$ cat src/rtl/vliw_loader.sv
// rtl/vliw_loader.sv - boot-time UART-to-imem VLIW bundle loader
//
// Receives a framed byte stream: START_BYTE, LEN (2 bytes, little-endian),
// LEN*16 payload bytes and an XOR checksum byte. Every 16 payload bytes
// form one 128-bit bundle, written to consecutive imem addresses from 0.
// An ack byte (ACK_OK / ACK_NG) is returned once the checksum is compared.
//
// Ports:
//   clk, rst                   clock, asynchronous active-high reset
//   rx_data, rx_valid          byte strobe from the UART receiver (no backpressure)
//   tx_data, tx_valid, tx_ready  ack byte handshake to the UART transmitter
//   imem_we, imem_addr, imem_wdata  one-cycle bundle write into imem
//   loading                    high while a frame is in progress (core stall)
//   load_done                  high after the ack has been accepted
module vliw_loader #(
  parameter int          ADDR_W     = 14,
  parameter logic [7:0]  START_BYTE = 8'h99,
  parameter logic [7:0]  ACK_OK     = 8'hAA,
  parameter logic [7:0]  ACK_NG     = 8'h55
) (
  input  logic              clk,
  input  logic              rst,
  input  logic [7:0]        rx_data,
  input  logic              rx_valid,
  output logic [7:0]        tx_data,
  output logic              tx_valid,
  input  logic              tx_ready,
  output logic              imem_we,
  output logic [ADDR_W-1:0] imem_addr,
  output logic [127:0]      imem_wdata,
  output logic              loading,
  output logic              load_done
);

  typedef enum logic [2:0] {
    S_IDLE,
    S_LEN0,
    S_LEN1,
    S_DATA,
    S_CSUM,
    S_ACK,
    S_DONE
  } state_t;

  state_t state, state_nxt;

  logic [15:0]       len_q;
  logic [15:0]       bundle_cnt;
  logic [3:0]        byte_cnt;
  logic [7:0]        acc;
  logic [127:0]      shift_q;
  logic [ADDR_W-1:0] next_addr;

  logic start_frame;
  logic data_byte;
  logic bundle_full;
  logic last_bundle;

  assign start_frame = rx_valid && (rx_data == START_BYTE) &&
                       ((state == S_IDLE) || (state == S_DONE));
  assign data_byte   = rx_valid && (state == S_DATA);
  assign bundle_full = data_byte && (byte_cnt == 4'hF);
  assign last_bundle = bundle_full && ((bundle_cnt + 16'd1) == len_q);

  always_ff @(posedge clk or posedge rst) begin
    if (rst) begin
      state <= S_IDLE;
    end else begin
      state <= state_nxt;
    end
  end

  always_comb begin
    state_nxt = state;
    loading   = 1'b0;
    tx_valid  = 1'b0;
    load_done = 1'b0;
    case (state)
      S_IDLE: begin
        if (start_frame) state_nxt = S_LEN0;
      end
      S_LEN0: begin
        loading = 1'b1;
        if (rx_valid) state_nxt = S_LEN1;
      end
      S_LEN1: begin
        loading = 1'b1;
        if (rx_valid) begin
          state_nxt = ({rx_data, len_q[7:0]} != 16'd0) ? S_DATA : S_CSUM;
        end
      end
      S_DATA: begin
        loading = 1'b1;
        if (last_bundle) state_nxt = S_CSUM;
      end
      S_CSUM: begin
        loading = 1'b1;
        if (rx_valid) state_nxt = S_ACK;
      end
      S_ACK: begin
        loading  = 1'b1;
        tx_valid = 1'b1;
        if (tx_ready) state_nxt = S_DONE;
      end
      S_DONE: begin
        load_done = 1'b1;
        if (start_frame) state_nxt = S_LEN0;
      end
      default: state_nxt = S_IDLE;
    endcase
  end

  always_ff @(posedge clk or posedge rst) begin
    if (rst) begin
      len_q      <= '0;
      bundle_cnt <= '0;
      byte_cnt   <= '0;
      acc        <= '0;
      shift_q    <= '0;
      next_addr  <= '0;
      imem_we    <= 1'b0;
      imem_addr  <= '0;
      imem_wdata <= '0;
      tx_data    <= '0;
    end else begin
      imem_we <= bundle_full;
      if (start_frame) begin
        bundle_cnt <= '0;
        byte_cnt   <= '0;
        acc        <= '0;
        shift_q    <= '0;
        next_addr  <= '0;
      end
      if (rx_valid && (state == S_LEN0)) len_q[7:0]  <= rx_data;
      if (rx_valid && (state == S_LEN1)) len_q[15:8] <= rx_data;
      if (data_byte) begin
        shift_q  <= {rx_data, shift_q[127:8]};
        acc      <= acc ^ rx_data;
        byte_cnt <= byte_cnt + 4'd1;
      end
      // The completed bundle is copied out of the shift register so the
      // first byte of the next bundle can shift in during the write cycle.
      if (bundle_full) begin
        imem_wdata <= {rx_data, shift_q[127:8]};
        imem_addr  <= next_addr;
        next_addr  <= next_addr + 1'b1;
        bundle_cnt <= bundle_cnt + 16'd1;
      end
      if (rx_valid && (state == S_CSUM)) begin
        tx_data <= (rx_data == acc) ? ACK_OK : ACK_NG;
      end
    end
  end

endmodule

$ cat config.mk
export PLATFORM = sky130hd
export DESIGN_NAME = vliw_loader
export DESIGN_NICKNAME = d
export VERILOG_FILES = /design/src/rtl/vliw_loader.sv
export SDC_FILE = /design/constraint.sdc
export NUM_CORES = 1
export LEC_CHECK = 0
export ABC_AREA = 1
export CAP_MARGIN = 20
export CORE_MARGIN = 3
export CORE_UTILIZATION = 59
export CTS_CLUSTER_SIZE = 20
export DETAILED_ROUTE_END_ITERATION = 10
export PLACE_DENSITY_LB_ADDON = 0.2
export SYNTH_ARGS = -nofsm -noshare
export SYNTH_HDL_FRONTEND = slang
export SYNTH_SLANG_ARGS = --single-unit
export TNS_END_PERCENT = 5
$ cat constraint.sdc
create_clock -name clk -period 26.2 [get_ports clk]
set_clock_uncertainty 0.1 [all_clocks]
set_input_delay 3.93 -clock clk [delete_from_list [all_inputs] [get_ports clk]]
set_output_delay 3.93 -clock clk [all_outputs]
set_load 0.1 [all_outputs]
==> results.txt <==
Leak Pwr: 0.00748 uW
Final Hold Fails: 0
CP Cell Sequence: clkdlybuf4s50_1, inv_1, nand4_1, nor3_1, nand2_1, nand2_4, buf_4, o22ai_1
post-route design area: 15700 sq um
ys async rst share: 1.00
Crit. End Element: register
total congestion overflow: 0
Die Wd: 154 microns
power density cells: 125 nW/um^2
row count: 53
minimum clock period: 6840 ps
antenna-violating nets left: 0
final setup fails: 0
DRT Pass-1 Iters: 5
Commonest cells post-synth: dfrtp_1, nand2_1, inv_1
DIE HEIGHT: 154 microns
Top Ports: 166
max incr delay on CP: 740 ps
routed vias: 9808
Max Clk Rate: 146 MHz
status: complete, no violations
Critical Path Start Type: primary input
DP Wirelength: 19400 microns
# fillers: 1493
cell family with most CP delay: simple AND/OR/NAND/NOR gates
P&R area growth vs syn: 21.8%
Buf/Inv on CP: 3
RePlAce Congestion: 0.874
CTS resizes: 0
largest net degree at the start of global routing: 238
Synth area leader: dfrtp_1
CTS root buf: clkbuf_16
critical-path maximum fanout: 79
Initial Util: 0.606
Max-cap violations: 0
clock sink total: 326
Critical Path AT: 7120 ps
Die ar.: 23700 sq um
vias in the first global route: 9708
final max-slew violation count: 0
slew at the pin with the worst max-slew slack: 1060 ps
H-tree level count: 1
initial antenna violation count: 1
final wirelength: 30600 microns
Clock Latency Late Sink: 560 ps
Main synth FF type: dfrtp_1
Cell Area, Synth: 12900 sq um
detailed-route vias per instance: 5.56
sequential-to-total area share from yosys stat: 0.632
Seq cells post-synth: 326
Layout Cells excl Fill: 1764
RSZ-0062 raised after global routing: false
number of synthesized flops with an enable pin: 0
relative slew slack: 0.293
postcts setup bufs: 0
port bufs: 165
CTS Buf Count: 31
cell count after placement: 1704
yosys warns: 0
wire length per cell: 17.3 microns
Residual DRC: 0
required time worst endpoint: 26490 ps
Worst-path clk slew: 70 ps
CTS tree: built
First DRT Iteration DRCs: 750
Yosys cell types: 34
clk buf depth: 3
Total GRT Usage: 0.257
Synth area leaders: dfrtp_1, nand2_1, o21ai_0
worst min path class: register to register
Synth Instances: 1333
Post-Syn Area per Cell: 9.68 sq um
critical-path cell with the highest stage delay: buf_4
CORE AREA: 21300 sq um
final net count: 1478
fraction of post-synthesis cell area in the top cell type by area: 0.632
Hold-fix buffers, CTS: 0
critical path class: primary input to register
Total Power: 1960 uW
final setup TNS: 0 ps
first-pass GRT wire length: 50300 microns
share of cells above drive strength 1: 0.0538
area of placed instances: 14600 sq um
WHS: 382 ps
VDD IR max: 0.000124 V
synthesized net count: 1348
top-count cell post-synth: dfrtp_1
final period utilization: 0.261
[flip-flops by register name, summed over array words and instances, names as in the netlist]
| name | count |
|---|---|
| byte_cnt | 4 |
| imem_addr | 14 |
| shift_q | 120 |
| next_addr | 14 |
| acc | 8 |
| tx_data | 2 |
| state | 3 |
| imem_wdata | 128 |
| len_q | 16 |
| imem_we | 1 |
| bundle_cnt | 16 |
[power by group]
group	internal, uW	switching [uW]
Clock	263	194
Sequential	657	80.8
Combinational	195	570
[layout make-up]
| type | instances | area, sq um | share of cell area |
|---|---|---|---|
| sequential | 326 | 8160 | 0.519 |
| inverter | 185 | 704 | 0.0448 |
| tap | 275 | 344 | 0.0219 |
| clock inverter | 20 | 210 | 0.0134 |
| multi-input combinational | 747 | 3720 | 0.236 |
| antenna | 1 | 2.50 | 0.000159 |
| timing repair buffer | 172 | 1740 | 0.110 |
| clock buffer | 38 | 852 | 0.0542 |
[metrics by stage]
stage | worst slack (ps) | utilization
floorplan | 13140 | -
global placement | 18990 | 0.687
detailed placement | 18850 | 0.687
CTS | 19390 | 0.737
global route | 19060 | 0.739
finish | 19360 | 0.739
[logic make-up after synthesis]
logic type / Yosys count / synth area share
buf+inv: 260 / 0.0812
simple gates: 399 / 0.129
mux: 2 / 0.00155
flops: 326 / 0.632
compound gates: 328 / 0.142
fa+ha+maj: 3 / 0.00291
xor+xnor: 15 / 0.0112
[worst reg2reg max path, delay by kind of cell, from the launching register on]
family	cells	cell delay (ps)
buffers and inverters	3	970
and+or+nand+nor	4	1510
DFF	1	390
AOI/OAI and AO/OA	1	230
[layer usage]
| metal | GRT usage | part of all wire |
|---|---|---|
| met5 | 0 | 0 |
| met4 | 0.0685 | 0.022 |
| met3 | 0.0493 | 0.066 |
| met2 | 0.404 | 0.47 |
| met1 | 0.375 | 0.44 |
[placed cells by master, fill, tap and decap left out, types with 7 or more instances in the layout]
cell type          n
clkinv_2           7
clkbuf_16         31
nand2_1          275
o21ai_0          179
xnor2_1            9
a21oi_1            9
inv_1            183
clkdlybuf4s50_1  165
nand3_1           49
nor2_1            36
o22ai_1          133
dfrtp_1          326
nand4_1           15
[final timing paths]
path / depth (start not counted) / slack, ps / startpoint / end
hold reg to reg: 2 / 380 / imem_addr[4] / imem_addr[4]
min in group asynchronous: 2 / 3800 / rst / bundle_cnt[8]
setup reg to reg: 8 / 22830 / state[2] / shift_q[57]
max in group asynchronous: 4 / 19910 / rst / imem_wdata[94]
hold / removal: 2 / 380 / imem_addr[4] / imem_addr[4]
setup / recovery: 8 / 19360 / rx_data[5] / shift_q[57]
No activity file was read; power rests on OpenSTA's default activity.
